==> config.mk <==
export PLATFORM = sky130hd
export DESIGN_NAME = cache_ctrl_nway_flat
export DESIGN_NICKNAME = d
export VERILOG_FILES = /design/src/rtl/cache_ctrl_nway_if.sv /design/src/rtl/cache_ctrl_nway.sv /design/src/flat_wrapper.sv
export SDC_FILE = /design/constraint.sdc
export NUM_CORES = 2
export LEC_CHECK = 0
export CORE_ASPECT_RATIO = 1.2
export CORE_MARGIN = 2
export CORE_UTILIZATION = 40
export DETAILED_ROUTE_END_ITERATION = 8
export GPL_TIMING_DRIVEN = 0
export RECOVER_POWER = 25
export SLEW_MARGIN = 20
export SYNTH_ARGS = -nofsm -noshare
export SYNTH_HDL_FRONTEND = slang
export SYNTH_SLANG_ARGS = --single-unit
==> constraint.sdc <==
create_clock -name clk -period 15.4 [get_ports clk]
set_clock_uncertainty 0.15 [all_clocks]
set_input_delay 1.54 -clock clk [delete_from_list [all_inputs] [get_ports clk]]
set_output_delay 1.54 -clock clk [all_outputs]
set_load 0.005 [all_outputs]
==> src/rtl/cache_ctrl_nway_if.sv <==
// Request, array-strobe and memory-engine signals of the N-way cache controller.
// The master side is the CPU/array/engine environment; the slave side is the controller.
interface cache_ctrl_nway_if #(
  parameter int WAYS = 4,
  parameter int SETS = 64
);
  localparam int WAY_W = $clog2(WAYS);
  localparam int SET_W = $clog2(SETS);

  logic             req_valid;
  logic             req_rw;
  logic [SET_W-1:0] req_set;
  logic             resp_valid;
  logic             resp_hit;
  logic             busy;
  logic [WAYS-1:0]  way_match;
  logic [WAYS-1:0]  way_valid;
  logic [WAYS-1:0]  way_dirty;
  logic [WAY_W-1:0] sel_way;
  logic             tag_we;
  logic             valid_set;
  logic             data_we;
  logic             data_sel;
  logic             dirty_set;
  logic             dirty_clr;
  logic             wb_valid;
  logic             wb_ready;
  logic             wb_addr_sel;
  logic             ld_ready;
  logic             ld_valid;
  logic             mem_rw;
  logic             mem_addr_valid;

  modport master (
    output req_valid, req_rw, req_set, way_match, way_valid, way_dirty, wb_ready, ld_valid,
    input  resp_valid, resp_hit, busy, sel_way, tag_we, valid_set, data_we, data_sel,
           dirty_set, dirty_clr, wb_valid, wb_addr_sel, ld_ready, mem_rw, mem_addr_valid
  );

  modport slave (
    input  req_valid, req_rw, req_set, way_match, way_valid, way_dirty, wb_ready, ld_valid,
    output resp_valid, resp_hit, busy, sel_way, tag_we, valid_set, data_we, data_sel,
           dirty_set, dirty_clr, wb_valid, wb_addr_sel, ld_ready, mem_rw, mem_addr_valid
  );
endinterface

==> src/rtl/cache_ctrl_nway.sv <==
// Control FSM for an N-way set-associative write-back cache: hit handling, true-LRU
// per set, victim choice, write-back / fill sequencing and optional write-around.
module cache_ctrl_nway #(
  parameter int WAYS        = 4,
  parameter int SETS        = 64,
  parameter bit WRITE_ALLOC = 1'b1
) (
  input logic              clk,
  input logic              rst_n,
  cache_ctrl_nway_if.slave bus
);
  localparam int WAY_W = $clog2(WAYS);
  localparam int SET_W = $clog2(SETS);

  typedef enum logic [1:0] {LOOKUP, WB, LD, WT} state_e;

  state_e           state_q, state_d;
  logic             miss_q, miss_d;
  logic [WAY_W-1:0] victim_q, victim_d;
  logic [WAY_W-1:0] age_q [SETS][WAYS];
  logic [WAY_W-1:0] age_d [SETS][WAYS];

  logic             hit;
  logic [WAY_W-1:0] hit_way;
  logic [WAY_W-1:0] victim_way;
  logic             touch_en;
  logic [WAY_W-1:0] touch_way;

  // Victim: lowest-index invalid way, otherwise the least recently used one.
  always_comb begin
    hit        = |bus.way_match;
    hit_way    = '0;
    victim_way = '0;
    for (int i = 0; i < WAYS; i++) begin
      if (bus.way_match[i]) hit_way = hit_way | WAY_W'(i);
      if (age_q[bus.req_set][i] == WAY_W'(WAYS - 1)) victim_way = WAY_W'(i);
    end
    for (int i = WAYS - 1; i >= 0; i--) begin
      if (!bus.way_valid[i]) victim_way = WAY_W'(i);
    end
  end

  // NOTE: every output and next-state signal gets a default before the case so no
  // path leaves one unassigned, which would infer a latch.
  always_comb begin
    state_d            = state_q;
    miss_d             = miss_q;
    victim_d           = victim_q;
    touch_en           = 1'b0;
    touch_way          = '0;
    bus.resp_valid     = 1'b0;
    bus.resp_hit       = 1'b0;
    bus.busy           = 1'b0;
    bus.sel_way        = '0;
    bus.tag_we         = 1'b0;
    bus.valid_set      = 1'b0;
    bus.data_we        = 1'b0;
    bus.data_sel       = 1'b0;
    bus.dirty_set      = 1'b0;
    bus.dirty_clr      = 1'b0;
    bus.wb_valid       = 1'b0;
    bus.wb_addr_sel    = 1'b0;
    bus.ld_ready       = 1'b0;
    bus.mem_rw         = 1'b0;
    bus.mem_addr_valid = 1'b0;
    // Outputs are held at 0 while reset is asserted, whatever the state or inputs.
    if (rst_n) begin
      bus.busy = (state_q != LOOKUP);
      unique case (state_q)
        LOOKUP: begin
          if (bus.req_valid && hit) begin
            bus.sel_way    = hit_way;
            bus.resp_valid = 1'b1;
            bus.resp_hit   = !miss_q;
            bus.data_we    = bus.req_rw;
            bus.dirty_set  = bus.req_rw;
            touch_en       = 1'b1;
            touch_way      = hit_way;
            miss_d         = 1'b0;
          end else if (bus.req_valid && (!bus.req_rw || WRITE_ALLOC)) begin
            victim_d = victim_way;
            miss_d   = 1'b1;
            state_d  = (bus.way_valid[victim_way] && bus.way_dirty[victim_way]) ? WB : LD;
          end else if (bus.req_valid) begin
            miss_d  = 1'b1;
            state_d = WT;
          end
        end
        WB: begin
          bus.sel_way        = victim_q;
          bus.wb_valid       = 1'b1;
          bus.wb_addr_sel    = 1'b1;
          bus.mem_rw         = 1'b1;
          bus.mem_addr_valid = 1'b1;
          if (bus.wb_ready) begin
            bus.dirty_clr = 1'b1;
            state_d       = LD;
          end
        end
        LD: begin
          bus.sel_way        = victim_q;
          bus.ld_ready       = 1'b1;
          bus.mem_addr_valid = 1'b1;
          if (bus.ld_valid) begin
            bus.tag_we    = 1'b1;
            bus.valid_set = 1'b1;
            bus.data_we   = 1'b1;
            bus.data_sel  = 1'b1;
            touch_en      = 1'b1;
            touch_way     = victim_q;
            state_d       = LOOKUP;
          end
        end
        WT: begin
          bus.wb_valid       = 1'b1;
          bus.mem_rw         = 1'b1;
          bus.mem_addr_valid = 1'b1;
          if (bus.wb_ready) begin
            bus.resp_valid = 1'b1;
            miss_d         = 1'b0;
            state_d        = LOOKUP;
          end
        end
        default: state_d = LOOKUP;
      endcase
    end
  end

  // True-LRU touch: younger ways age by one, the touched way becomes youngest.
  always_comb begin
    age_d = age_q;
    if (touch_en) begin
      for (int i = 0; i < WAYS; i++) begin
        if (age_q[bus.req_set][i] < age_q[bus.req_set][touch_way])
          age_d[bus.req_set][i] = age_q[bus.req_set][i] + WAY_W'(1);
      end
      age_d[bus.req_set][touch_way] = '0;
    end
  end

  // NOTE: the age array is reset on purpose: victim choice relies on every set holding
  // a valid permutation, so it cannot start from unknown contents like a data RAM.
  always_ff @(posedge clk) begin
    if (!rst_n) begin
      state_q  <= LOOKUP;
      miss_q   <= 1'b0;
      victim_q <= '0;
      for (int s = 0; s < SETS; s++)
        for (int i = 0; i < WAYS; i++)
          age_q[s][i] <= WAY_W'(i);
    end else begin
      state_q  <= state_d;
      miss_q   <= miss_d;
      victim_q <= victim_d;
      age_q    <= age_d;
    end
  end
endmodule

==> src/flat_wrapper.sv <==
// flat-port wrapper written by rule: the top's interface ports become plain ports
module cache_ctrl_nway_flat 
#(
  parameter int WAYS        = 4,
  parameter int SETS        = 64,
  parameter bit WRITE_ALLOC = 1'b1
)
  (clk, rst_n, bus_req_valid, bus_req_rw, bus_req_set, bus_way_match, bus_way_valid, bus_way_dirty, bus_wb_ready, bus_ld_valid, bus_resp_valid, bus_resp_hit, bus_busy, bus_sel_way, bus_tag_we, bus_valid_set, bus_data_we, bus_data_sel, bus_dirty_set, bus_dirty_clr, bus_wb_valid, bus_wb_addr_sel, bus_ld_ready, bus_mem_rw, bus_mem_addr_valid);
  cache_ctrl_nway_if #(.WAYS(WAYS), .SETS(SETS)) bus_i ();
  input logic clk;
  input logic rst_n;
  input wire logic [$bits(bus_i.req_valid)-1:0] bus_req_valid;
  input wire logic [$bits(bus_i.req_rw)-1:0] bus_req_rw;
  input wire logic [$bits(bus_i.req_set)-1:0] bus_req_set;
  input wire logic [$bits(bus_i.way_match)-1:0] bus_way_match;
  input wire logic [$bits(bus_i.way_valid)-1:0] bus_way_valid;
  input wire logic [$bits(bus_i.way_dirty)-1:0] bus_way_dirty;
  input wire logic [$bits(bus_i.wb_ready)-1:0] bus_wb_ready;
  input wire logic [$bits(bus_i.ld_valid)-1:0] bus_ld_valid;
  output wire logic [$bits(bus_i.resp_valid)-1:0] bus_resp_valid;
  output wire logic [$bits(bus_i.resp_hit)-1:0] bus_resp_hit;
  output wire logic [$bits(bus_i.busy)-1:0] bus_busy;
  output wire logic [$bits(bus_i.sel_way)-1:0] bus_sel_way;
  output wire logic [$bits(bus_i.tag_we)-1:0] bus_tag_we;
  output wire logic [$bits(bus_i.valid_set)-1:0] bus_valid_set;
  output wire logic [$bits(bus_i.data_we)-1:0] bus_data_we;
  output wire logic [$bits(bus_i.data_sel)-1:0] bus_data_sel;
  output wire logic [$bits(bus_i.dirty_set)-1:0] bus_dirty_set;
  output wire logic [$bits(bus_i.dirty_clr)-1:0] bus_dirty_clr;
  output wire logic [$bits(bus_i.wb_valid)-1:0] bus_wb_valid;
  output wire logic [$bits(bus_i.wb_addr_sel)-1:0] bus_wb_addr_sel;
  output wire logic [$bits(bus_i.ld_ready)-1:0] bus_ld_ready;
  output wire logic [$bits(bus_i.mem_rw)-1:0] bus_mem_rw;
  output wire logic [$bits(bus_i.mem_addr_valid)-1:0] bus_mem_addr_valid;
  assign bus_i.req_valid = bus_req_valid;
  assign bus_i.req_rw = bus_req_rw;
  assign bus_i.req_set = bus_req_set;
  assign bus_i.way_match = bus_way_match;
  assign bus_i.way_valid = bus_way_valid;
  assign bus_i.way_dirty = bus_way_dirty;
  assign bus_i.wb_ready = bus_wb_ready;
  assign bus_i.ld_valid = bus_ld_valid;
  assign bus_resp_valid = bus_i.resp_valid;
  assign bus_resp_hit = bus_i.resp_hit;
  assign bus_busy = bus_i.busy;
  assign bus_sel_way = bus_i.sel_way;
  assign bus_tag_we = bus_i.tag_we;
  assign bus_valid_set = bus_i.valid_set;
  assign bus_data_we = bus_i.data_we;
  assign bus_data_sel = bus_i.data_sel;
  assign bus_dirty_set = bus_i.dirty_set;
  assign bus_dirty_clr = bus_i.dirty_clr;
  assign bus_wb_valid = bus_i.wb_valid;
  assign bus_wb_addr_sel = bus_i.wb_addr_sel;
  assign bus_ld_ready = bus_i.ld_ready;
  assign bus_mem_rw = bus_i.mem_rw;
  assign bus_mem_addr_valid = bus_i.mem_addr_valid;
  cache_ctrl_nway #(.WAYS(WAYS), .SETS(SETS), .WRITE_ALLOC(WRITE_ALLOC)) u_core (.clk(clk), .rst_n(rst_n), .bus(bus_i));
endmodule
==> results by group <==
STA
  • RSZ-0062 raised after global routing: false
  • Final setup viols: 0
  • Slew Limit Fails: 9
  • WHS: between 0.3 and 0.4 ns
  • PnR worst setup slack: between 3 and 4 ns
  • Final Cycle Share: 0.755
  • Tmin final: 11.62 ns
  • Slew margin rel.: -0.139
  • Hold Vio Cnt, Final: 0
  • Setup TNS: 0 ns
  • Worst Tran Pin Value: between 1.5 and 2 ns
  • Fmax: approximately 0.086 GHz

Synthesis
  • Synthesis Warnings: 0
  • Post-Syn Instances: 2861
  • Async SR Flop Fraction: 0
  • Post-Syn Area: approximately 25000 um2
  • Sequential fraction of the synthesis area: 0.422
  • Dominant cell type by area after synthesis: dfxtp_1
  • Syn Nets: 2897
  • Top FF cell, synth: dfxtp_1
  • Avg Cell Area, Syn: between 8 and 9 um2
  • Yosys cell types: 83
  • Share of the synthesized area in the top cell type: 0.422
  • Top post-synthesis cells by area: dfxtp_1 (42%), o211ai_1 (8.0%), o21ai_0 (5.6%)
  • Number of synthesized flops with an enable pin: 0
  • Synth Register Bits: between 500 and 600

Critical path
  • Critical-path cell list: dlygate4sd3_1, clkbuf_1, clkbuf_1, clkbuf_1, clkbuf_1, clkbuf_1, nor2_1, a31oi_1, o22ai_1, a21oi_1, nor2_1, nand4b_1, a222oi_1, a21boi_0, ha_1, inv_1, a211oi_1, clkbuf_1, clkbuf_1, o21ai_0, o211ai_1
  • CP arrival: between 10 and 15 ns
  • CP Capture Type: register
  • Critical Path Most Common Cell: clkbuf_1
  • CP Launch Type: input pin
  • Worst reg2reg path endpoint: u_core.age_q[56]
  • Type of the worst setup path: input pin to register
  • WP data required: between 15 and 20 ns
  • Flop2flop setup slack: around 8.4 ns
  • Crit-path max cell delay: 1.29 ns
  • R2r startpoint: u_core.age_q[31]
  • Worst-case reg-to-reg path depth: 15
  • Critical-path maximum fanout: 10
  • Slowest-stage cell, CP: a211oi_1

Power and ir drop
  • Total power: about 3.6 mW
  • Pint: roughly 2.4 mW
  • Switching Power: 1.17 mW
  • Leakage: roughly 9.2 nW
  • Power per cell area: approximately 130 nW/um2
  • Peak VDD IR: roughly 0.000085 V
  • Switch share: 0.325
  • Clock power frac: 0.434
  • Comb pwr share: 0.189
  • Flop pwr share: 0.377

Clocking
  • Hold_buf cts: 0
  • Reg clk slew, reported paths: 0.06 ns
  • Worst-Skew Late Latency: between 0.6 and 0.7 ns
  • Setup Fix Bufs, Post-CTS: 0
  • CTS max path bufs: 3
  • CTS tree: yes
  • Clock Sinks: about 520
  • TritonCTS Buffers: 56
  • CTS resizes: 0
  • Root Driver: clkbuf_16
  • H-tree depth: 2

Drt
  • Total number of vias: about 26000
  • DR pass1 iterations: 6
  • Via density: 6.94
  • Total wire length: ~130000 um
  • WL per Instance: 34.3 um
  • DRC errors left: 0
  • First DRT Iteration DRCs: 4051
  • ANT nets after route: 0

Placement
  • Dpl hpwl: about 97000 um
  • DP Area: 25900 um2
  • PortBufs: 36
  • Inst Count DP: roughly 3700
  • Placement Setup Slack: approximately 5 ns
  • Final Wtd Congestion: just over 1

Cells and area
  • Share of cells above drive strength 1: 0.0829
  • Non-Filler Instances: approximately 3800
  • Area Growth Syn to Fin: 13.9%
  • Post-route design area: about 28000 um2
  • NumNets Final: ~3000
  • Core Util, Final: 0.460

Die
  • Row count: just under 100
  • # IOs: 40
  • Die area: around 63000 um2
  • Initial Util: 0.404
  • Die span in y: between 200 and 300 um
  • Placeable core area: a little over 60000 um2
  • Die width: 230 um

Global routing
  • First-pass GRT wire length: approximately 180000 um
  • GRT overflow: 0
  • GR Util All Layers: 0.399
  • Initial antenna violation count: 1
  • Vias in the first global route: approximately 25000
  • Largest net degree at the start of global routing: 15

Run status
  • Status: complete, but fails checks
  • Failing checks: capacitance limit, slew limit

Hold path
  • Hold depth: 2
  • Hold Startpoint: u_core.age_q[77]
  • Hold endpoint: u_core.age_q[77]
  • Hold Crit Class: register to register

Job
  • Max Cap Violations: 1
## area by class of cell
cell class	count	area, um2
fill	6045	32800
buffer	321	1400
tap	808	1010
clock inverter	24	440
clock buffer	80	1640
antenna	3	7.51
multi-input combinational	1996	12600
inverter	27	101
timing repair buffer	38	379
sequential	517	10300
## layout by cell type, fill, tap and decap left out, types with 14 or more instances in the layout
master,synthesis,layout
dfxtp_1,517,517
clkbuf_1,190,222
o31ai_1,82,82
o22ai_1,153,153
clkbuf_16,0,58
buf_2,85,66
nand3_1,18,18
a21oi_1,109,109
nand2_1,187,188
inv_1,23,23
mux2_2,17,17
nor2_1,173,171
buf_1,16,14
a22o_1,19,19
nand3b_1,20,20
o211ai_1,261,262
clkdlybuf4s50_1,0,24
a22oi_1,148,148
mux2i_1,65,65
a221oi_1,32,32
nor3b_1,23,22
o21ai_0,272,275
nor3_1,76,75
nor2b_1,72,71
a31oi_1,85,85
## worst max path at each step
stage,from,to,slack [ns],depth (start not counted)
after floorplan,bus_req_set[2],u_core.age_q[136],9.44,20
after global placement,bus_req_set[1],u_core.age_q[443],4.64,17
after detailed placement,bus_req_set[1],u_core.age_q[443],5.00,17
after CTS,bus_req_set[1],u_core.age_q[443],5.64,17
after global routing,bus_req_set[1],u_core.age_q[56],3.96,21
final,bus_req_set[1],u_core.age_q[56],3.78,21
## layer usage
metal | track usage | vias up | wire length, um
li1 | - | 11100 | -
met3 | 0.0971 | 530 | 14600
met5 | 0 | - | 0
met4 | 0.310 | 0 | 12100
met1 | 0.495 | 12900 | 49400
met2 | 0.599 | 1966 | 54700
## power by group through the flow
| stage | clock (mW) | sequential (mW) | combinational (mW) |
|---|---|---|---|
| 4_1_cts | 1.55 | 1.35 | 0.662 |
| 3_3_place_gp | 0 | 1.38 | 0.655 |
| 3_5_place_dp | 0 | 1.38 | 0.659 |
| 5_1_grt | 1.60 | 1.36 | 0.689 |
| 6_report | 1.56 | 1.36 | 0.680 |
| 2_1_floorplan | 0 | 1.38 | 0.370 |
## cell families after synthesis
group	share of synthesized area
simple gates	0.132
compound gates	0.337
buf+inv	0.0635
flops	0.422
xor+xnor	0.000357
mux	0.0389
fa+ha+maj	0.00612
## synth_stat cells, types with 13 or more instances
master / instances
a21oi_1: 109
a221oi_1: 32
a22o_1: 19
a22oi_1: 148
a31oi_1: 85
buf_1: 16
buf_2: 85
buf_4: 13
clkbuf_1: 190
dfxtp_1: 517
inv_1: 23
mux2_2: 17
mux2i_1: 65
nand2_1: 187
nand3_1: 18
nand3b_1: 20
nand4_1: 13
nor2_1: 173
nor2b_1: 72
nor3_1: 76
nor3b_1: 23
o211ai_1: 261
o21ai_0: 272
o22ai_1: 153
o31ai_1: 82
## registers in the layout (all words and copies together), names as in the netlist
signal           cells
u_core.age_q       512
u_core.state_q       2
u_core.victim_q      2
u_core.miss_q        1
## critical path: cells and delay by family
kind	cells	cell delay (ns)
buf+inv	9	6.09
fa+ha+maj	1	0.25
simple gates	3	0.92
compound gates	8	3.16
No activity file was read; power rests on OpenSTA's default activity.
